--- src/rtl/cpu0_mc.sv ---
// Multi-cycle 32-bit CPU0 subset core: sixteen registers (R15 = PC), N/Z flags and a
// single request/ready memory port. All outputs come straight from registers.
module cpu0_mc #(
    parameter int          AW              = 16,
    parameter logic [31:0] RESET_PC        = 32'h0000_0000,
    parameter bit          HALT_ON_ILLEGAL = 1'b1
) (
    input  logic          clock,
    input  logic          reset,
    output logic          m_en,
    output logic          m_rw,
    output logic [AW-1:0] m_addr,
    output logic [31:0]   m_wdata,
    input  logic [31:0]   m_rdata,
    input  logic          m_ready,
    output logic [31:0]   pc,
    output logic [31:0]   ir,
    output logic [2:0]    state,
    output logic          halted
);

    typedef enum logic [2:0] {
        ST_FETCH  = 3'd0,
        ST_DECODE = 3'd1,
        ST_EXEC   = 3'd2,
        ST_MEM    = 3'd3,
        ST_WB     = 3'd4,
        ST_HALT   = 3'd7
    } state_t;

    localparam logic [7:0] OP_LD  = 8'h00;
    localparam logic [7:0] OP_ST  = 8'h01;
    localparam logic [7:0] OP_CMP = 8'h10;
    localparam logic [7:0] OP_ADD = 8'h13;
    localparam logic [7:0] OP_SUB = 8'h14;
    localparam logic [7:0] OP_JEQ = 8'h20;
    localparam logic [7:0] OP_JNE = 8'h21;
    localparam logic [7:0] OP_JMP = 8'h26;

    state_t        state_r;
    logic [31:0]   regs_r [16];
    logic          flag_n_r;
    logic          flag_z_r;
    logic [31:0]   ir_r;
    logic [31:0]   res_r;
    logic          m_en_r;
    logic          m_rw_r;
    logic [AW-1:0] m_addr_r;
    logic [31:0]   m_wdata_r;
    logic          halted_r;

    logic [7:0]  op_s;
    logic [3:0]  ra_s, rb_s, rc_s;
    logic [31:0] cx16_s, cx24_s;
    logic [31:0] ra_val_s, rb_val_s, rc_val_s, pc_s, pc_inc_s;
    logic [31:0] ea_s, jmp_tgt_s, wb_pc_s;
    logic        taken_s;

    function automatic logic is_legal(input logic [7:0] op);
        case (op)
            OP_LD, OP_ST, OP_CMP, OP_ADD, OP_SUB,
            OP_JEQ, OP_JNE, OP_JMP: is_legal = 1'b1;
            default:                is_legal = 1'b0;
        endcase
    endfunction

    // Instruction field decode and operand/target arithmetic
    always_comb begin
        op_s      = ir_r[31:24];
        ra_s      = ir_r[23:20];
        rb_s      = ir_r[19:16];
        rc_s      = ir_r[15:12];
        cx16_s    = {{16{ir_r[15]}}, ir_r[15:0]};
        cx24_s    = {{8{ir_r[23]}}, ir_r[23:0]};
        ra_val_s  = regs_r[ra_s];
        rb_val_s  = regs_r[rb_s];
        rc_val_s  = regs_r[rc_s];
        pc_s      = regs_r[15];
        pc_inc_s  = pc_s + 32'd4;
        ea_s      = rb_val_s + cx16_s;
        case (op_s)
            OP_JEQ:  taken_s = flag_z_r;
            OP_JNE:  taken_s = ~flag_z_r;
            OP_JMP:  taken_s = 1'b1;
            default: taken_s = 1'b0;
        endcase
        if (taken_s) begin
            jmp_tgt_s = pc_s + cx24_s;
        end else begin
            jmp_tgt_s = pc_s;
        end
        // A register write to R15 redirects the next fetch
        if ((op_s != OP_CMP) && (ra_s == 4'd15)) begin
            wb_pc_s = res_r;
        end else begin
            wb_pc_s = pc_s;
        end
    end

    // Control FSM, register file, flags and memory port registers
    always_ff @(posedge clock) begin
        if (!reset) begin
            state_r   <= ST_FETCH;
            for (int i = 0; i < 15; i++) begin
                regs_r[i] <= 32'd0;
            end
            regs_r[15] <= RESET_PC;
            flag_n_r  <= 1'b0;
            flag_z_r  <= 1'b0;
            ir_r      <= 32'd0;
            res_r     <= 32'd0;
            m_en_r    <= 1'b0;
            m_rw_r    <= 1'b1;
            m_addr_r  <= '0;
            m_wdata_r <= 32'd0;
            halted_r  <= 1'b0;
        end else begin
            case (state_r)
                ST_FETCH: begin
                    // Only the first fetch after reset has to raise the request here
                    if (!m_en_r) begin
                        m_en_r   <= 1'b1;
                        m_rw_r   <= 1'b1;
                        m_addr_r <= pc_s[AW-1:0];
                    end else if (m_ready) begin
                        ir_r    <= m_rdata;
                        m_en_r  <= 1'b0;
                        state_r <= ST_DECODE;
                    end
                end
                ST_DECODE: begin
                    regs_r[15] <= pc_inc_s;
                    if (is_legal(op_s)) begin
                        state_r <= ST_EXEC;
                    end else if (HALT_ON_ILLEGAL) begin
                        state_r  <= ST_HALT;
                        halted_r <= 1'b1;
                    end else begin
                        state_r  <= ST_FETCH;
                        m_en_r   <= 1'b1;
                        m_rw_r   <= 1'b1;
                        m_addr_r <= pc_inc_s[AW-1:0];
                    end
                end
                ST_EXEC: begin
                    case (op_s)
                        OP_LD, OP_ST: begin
                            m_en_r    <= 1'b1;
                            m_rw_r    <= (op_s == OP_LD);
                            m_addr_r  <= ea_s[AW-1:0];
                            m_wdata_r <= ra_val_s;
                            state_r   <= ST_MEM;
                        end
                        OP_ADD: begin
                            res_r   <= rb_val_s + rc_val_s;
                            state_r <= ST_WB;
                        end
                        OP_SUB: begin
                            res_r   <= rb_val_s - rc_val_s;
                            state_r <= ST_WB;
                        end
                        OP_CMP: begin
                            res_r   <= ra_val_s - rb_val_s;
                            state_r <= ST_WB;
                        end
                        default: begin
                            regs_r[15] <= jmp_tgt_s;
                            m_en_r     <= 1'b1;
                            m_rw_r     <= 1'b1;
                            m_addr_r   <= jmp_tgt_s[AW-1:0];
                            state_r    <= ST_FETCH;
                        end
                    endcase
                end
                ST_MEM: begin
                    if (m_ready) begin
                        if (op_s == OP_LD) begin
                            res_r   <= m_rdata;
                            m_en_r  <= 1'b0;
                            state_r <= ST_WB;
                        end else begin
                            m_rw_r   <= 1'b1;
                            m_addr_r <= pc_s[AW-1:0];
                            state_r  <= ST_FETCH;
                        end
                    end
                end
                ST_WB: begin
                    if (op_s == OP_CMP) begin
                        flag_n_r <= res_r[31];
                        flag_z_r <= (res_r == 32'd0);
                    end else begin
                        regs_r[ra_s] <= res_r;
                    end
                    m_en_r   <= 1'b1;
                    m_rw_r   <= 1'b1;
                    m_addr_r <= wb_pc_s[AW-1:0];
                    state_r  <= ST_FETCH;
                end
                ST_HALT: begin
                    state_r <= ST_HALT;
                end
                default: begin
                    state_r  <= ST_HALT;
                    m_en_r   <= 1'b0;
                    halted_r <= 1'b1;
                end
            endcase
        end
    end

    assign m_en    = m_en_r;
    assign m_rw    = m_rw_r;
    assign m_addr  = m_addr_r;
    assign m_wdata = m_wdata_r;
    assign pc      = regs_r[15];
    assign ir      = ir_r;
    assign state   = state_r;
    assign halted  = halted_r;

endmodule

--- config.mk ---
export PLATFORM = sky130hd
export DESIGN_NAME = cpu0_mc
export DESIGN_NICKNAME = d
export VERILOG_FILES = /design/src/rtl/cpu0_mc.sv
export SDC_FILE = /design/constraint.sdc
export NUM_CORES = 2
export LEC_CHECK = 0
export CORE_AREA = 2 2 275 277
export DETAILED_ROUTE_END_ITERATION = 7
export DIE_AREA = 0 0 277 279
export HOLD_SLACK_MARGIN = 0.15
export PLACE_DENSITY = 0.76
export SLEW_MARGIN = 20
export SYNTH_ARGS = -nofsm -noshare
export SYNTH_HDL_FRONTEND = slang
export SYNTH_SLANG_ARGS = --single-unit
export TNS_END_PERCENT = 30
--- constraint.sdc ---
create_clock -name clock -period 6.2 [get_ports clock]
set_input_delay 0.93 -clock clock [delete_from_list [all_inputs] [get_ports clock]]
set_output_delay 0.93 -clock clock [all_outputs]
set_load 0.01 [all_outputs]
==> summary.md <==
| Metric | Value |
|---|---|
| Remaining Overflow, GRT | 0 |
| PortBufs | 152 |
| Vias per inst | 7.416 |
| Setup TNS | 0 ns |
| Layout area overhead | 12.42% |
| Final critical-path share of the clock period | 93.76% |
| Routability cong. | 1.052 |
| Cell Pwr Density | 340.8 nW/um^2 |
| DR iter-0 viols | 6,125 |
| Int Pwr | 10,120 uW |
| Share of cells above drive strength 1 | 21.45% |
| Setup CP Type | reg2reg |
| Synthesized-area fraction occupied by and/or/nand/nor cells | 13.83% |
| Crit-path max FO | 13 |
| Worst-margin pin slew | 1.254 ns |
| Vias in the first global route | 32,693 |
| Setup repair bufs after CTS | 0 |
| Most frequent cells in the layout | edfxtp_1, and2_1, mux4_2, nand2_1, a21oi_1 |
| Peak supply drop | 0.0001961 V |
| Sequential area share after synthesis | 41.97% |
| Min Clock Period, post-route | 5.813 ns |
| Placed Cells | 4,483 |
| Switching Fraction | 38.42% |
| Max-cap violations | 0 |
| Worst clock skew | 0.02791 ns |
| HPWL Detailed | 108,500 um |
| Peak Freq | 172.0 MHz |
| Wire length per cell | 34.34 um |
| Clock latency on the worst-skew pair | 0.64 ns |
| Synth Area in Adders | 3.601% |
| CP max stage cell | or4b_4 |
| Synthesized area | 42,880 sq um |
| Chip width | 277 um |
| Crit end category | register |
| CP peak stage delay | 0.59 ns |
| Largest net degree at the start of global routing | 61 |
| Post-synth ARST share | 0% |
| Sequential power share | 33.5% |
| Yosys cell types | 79 |
| Root Buffer | clkbuf_16 |
| RSZ-0062 raised after global routing | false |
| Starting density of the core | 57.89% |
| Final Non-Filler Cells | 4,623 |
| All-Layer GR Usage | 41.16% |
| Worst reg-to-reg setup slack | 0.39 ns |
| Net Sw Power | 6311 uW |
| Yosys warns | 0 |
| Antenna viol nets, final | 0 |
| DR vias | 34,284 |
| Core footprint | 74,070 sq um |
| Largest family of logic cells by synthesized area | multiplexers |
| WP data arrival | 6.34 ns |
| Maximum clock insertion buffer count | 3 |
| Slew Viols, Final | 0 |
| Nets@finish | 3,746 |
| CP cell instances | buf_12 -> mux4_2 -> a22o_1 -> a221oi_1 -> buf_4 -> nand2_1 -> inv_1 -> and3_1 -> or4b_4 -> o31a_1 -> xnor2_1 -> ha_1 -> a21oi_1 -> nand2_1 -> and3b_1 -> o21a_1 -> o211ai_1 -> a21o_1 -> a31oi_2 -> o21ai_0 -> xnor2_1 -> a221oi_1 |
| Combinational fraction of design power | 41.1% |
| Cell family with most CP delay | compound AO/OA/AOI/OAI gates |
| Reg clk slew, reported paths | 0.06 ns |
| Initial antenna violation count | 9 |
| Num ports | 153 |
| Status | finished clean |
| Fin area | 48,210 sq um |
| Routed WL | 158,800 um |
| Mean Syn Cell Area | 12.20 sq um |
| Total nets after synthesis | 3,670 |
| Tightest Hold Check Type | reg2reg |
| Ys flop type | edfxtp_1 |
| Buf/Inv on CP | 3 |
| Clk pwr share | 25.4% |
| Final Hold Viols | 0 |
| Worst Hold Slack | 0.4510 ns |
| CTS tree | yes |
| # DRC | 0 |
| Crit path launch type | register |
| Finished Core Util | 65.08% |
| Commonest non-fill, non-tap cell in the layout | edfxtp_1 |
| Max_slew headroom | 16.42% |
| Flops & latches, synth | 643 |
| Final setup vio count | 0 |
| Fillers | 5,385 |
| Initial DRT Pass Iterations | 8 |
| Row count | 100 |
| Synth Instances | 3,514 |
| Synth Area in XOR/XNOR | 2.982% |
| Global-route wire length before repair | 228,600 um |
| Multiplexer area fraction after synthesis | 24.58% |
| Dpl cell area | 45,900 sq um |
| Synth Area in Compound Gates | 9.635% |
| Clk sinks | 643 |
| H-tree depth | 3 |
| Die height | 279 um |
| Critical path required time | 6.73 ns |
| Die Area | 77,280 sq um |
| Post-synth EDFFs | 512 |
| Leak | 0.01695 uW |
| CTS Buf Count | 73 |
worst min-delay path: cells and delay by family, from the launching register on:
family	cells	cell delay, ns
flops	1	0.31
compound gates	1	0.05
simple gates	1	0.05
power by group through the flow:
| stage | sequential [uW] | combinational (uW) | clock, uW |
|---|---|---|---|
| after floorplan | 5360 | 4330 | 0 |
| final | 5500 | 6750 | 4180 |
| after global routing | 5520 | 7100 | 4350 |
| after detailed placement | 5540 | 6470 | 0 |
| after CTS | 5460 | 6510 | 4170 |
| after global placement | 5530 | 6430 | 0 |
metrics by stage:
step	total power [uW]	worst slack, ns
after floorplan	9687	0.5023
after CTS	16140	0.1851
after global routing	16970	0.07399
final	16430	0.3870
after detailed placement	12010	0.2233
after global placement	11960	0.2931
final timing paths:
| check | start | end | depth (start not counted) |
|---|---|---|---|
| max | register | res_r[31] | 22 |
| min | m_addr[10] | m_addr[10] | 2 |
| max reg2reg | register | res_r[31] | 22 |
| min reg2reg | m_addr[10] | m_addr[10] | 2 |
Yosys cell counts, types with 54 or more instances:
master,n,area (sq um)
a21oi_1,206,1031
inv_1,64,240.2
xnor2_1,92,805.8
ha_1,117,1464
dfxtp_1,131,2623
o21ai_0,117,585.6
nand2_1,279,1047
clkbuf_1,236,885.9
mux4_2,457,10290
xor2_1,54,473.0
nor2_1,147,551.8
and2_1,492,3078
edfxtp_1,512,15370
kinds of logic (layout without fill, tap and decap cells):
family | count (synthesis) | after routing
compound gates | 638 | 638
xor+xnor | 146 | 146
fa+ha+maj | 121 | 121
buf+inv | 361 | 493
flops | 643 | 643
mux | 481 | 481
other cells | 0 | 8
simple gates | 1124 | 1124
cell type report:
type	instances	area, sq um	area share [%]
sequential	643	18030	37.39
clock buffer	96	1953	4.052
antenna	8	20.02	0.04153
tap	969	1212	2.515
timing repair buffer	298	2796	5.801
inverter	64	241.5	0.5009
clock inverter	35	279.0	0.5788
multi-input combinational	2510	23680	49.12
metal layers:
layer  share of wire (%)  track usage [%]  wire length, um  up-vias
met2                  43            59.97            67840     3196
met3                  17            15.46            27190      622
met1                  34            54.39            54330    16789
met5               0.033                0               52        -
li1                    -                -                -    13669
met4                 5.9            20.60             9356        8
sequential cells by signal, summed over array words and instances (netlist names), 3 cells and up, named ones only:
signal / flops
regs_r: 512
ir: 32
m_wdata: 32
res_r: 32
m_addr: 16
state: 3
timing repair:
item / in CTS / in global routing
resized for setup: 0 / 8
setup endpoints to repair: 0 / 5
hold endpoints to repair: 0 / 0
hold buffers: 0 / 0
No activity file was read; power rests on OpenSTA's default activity.
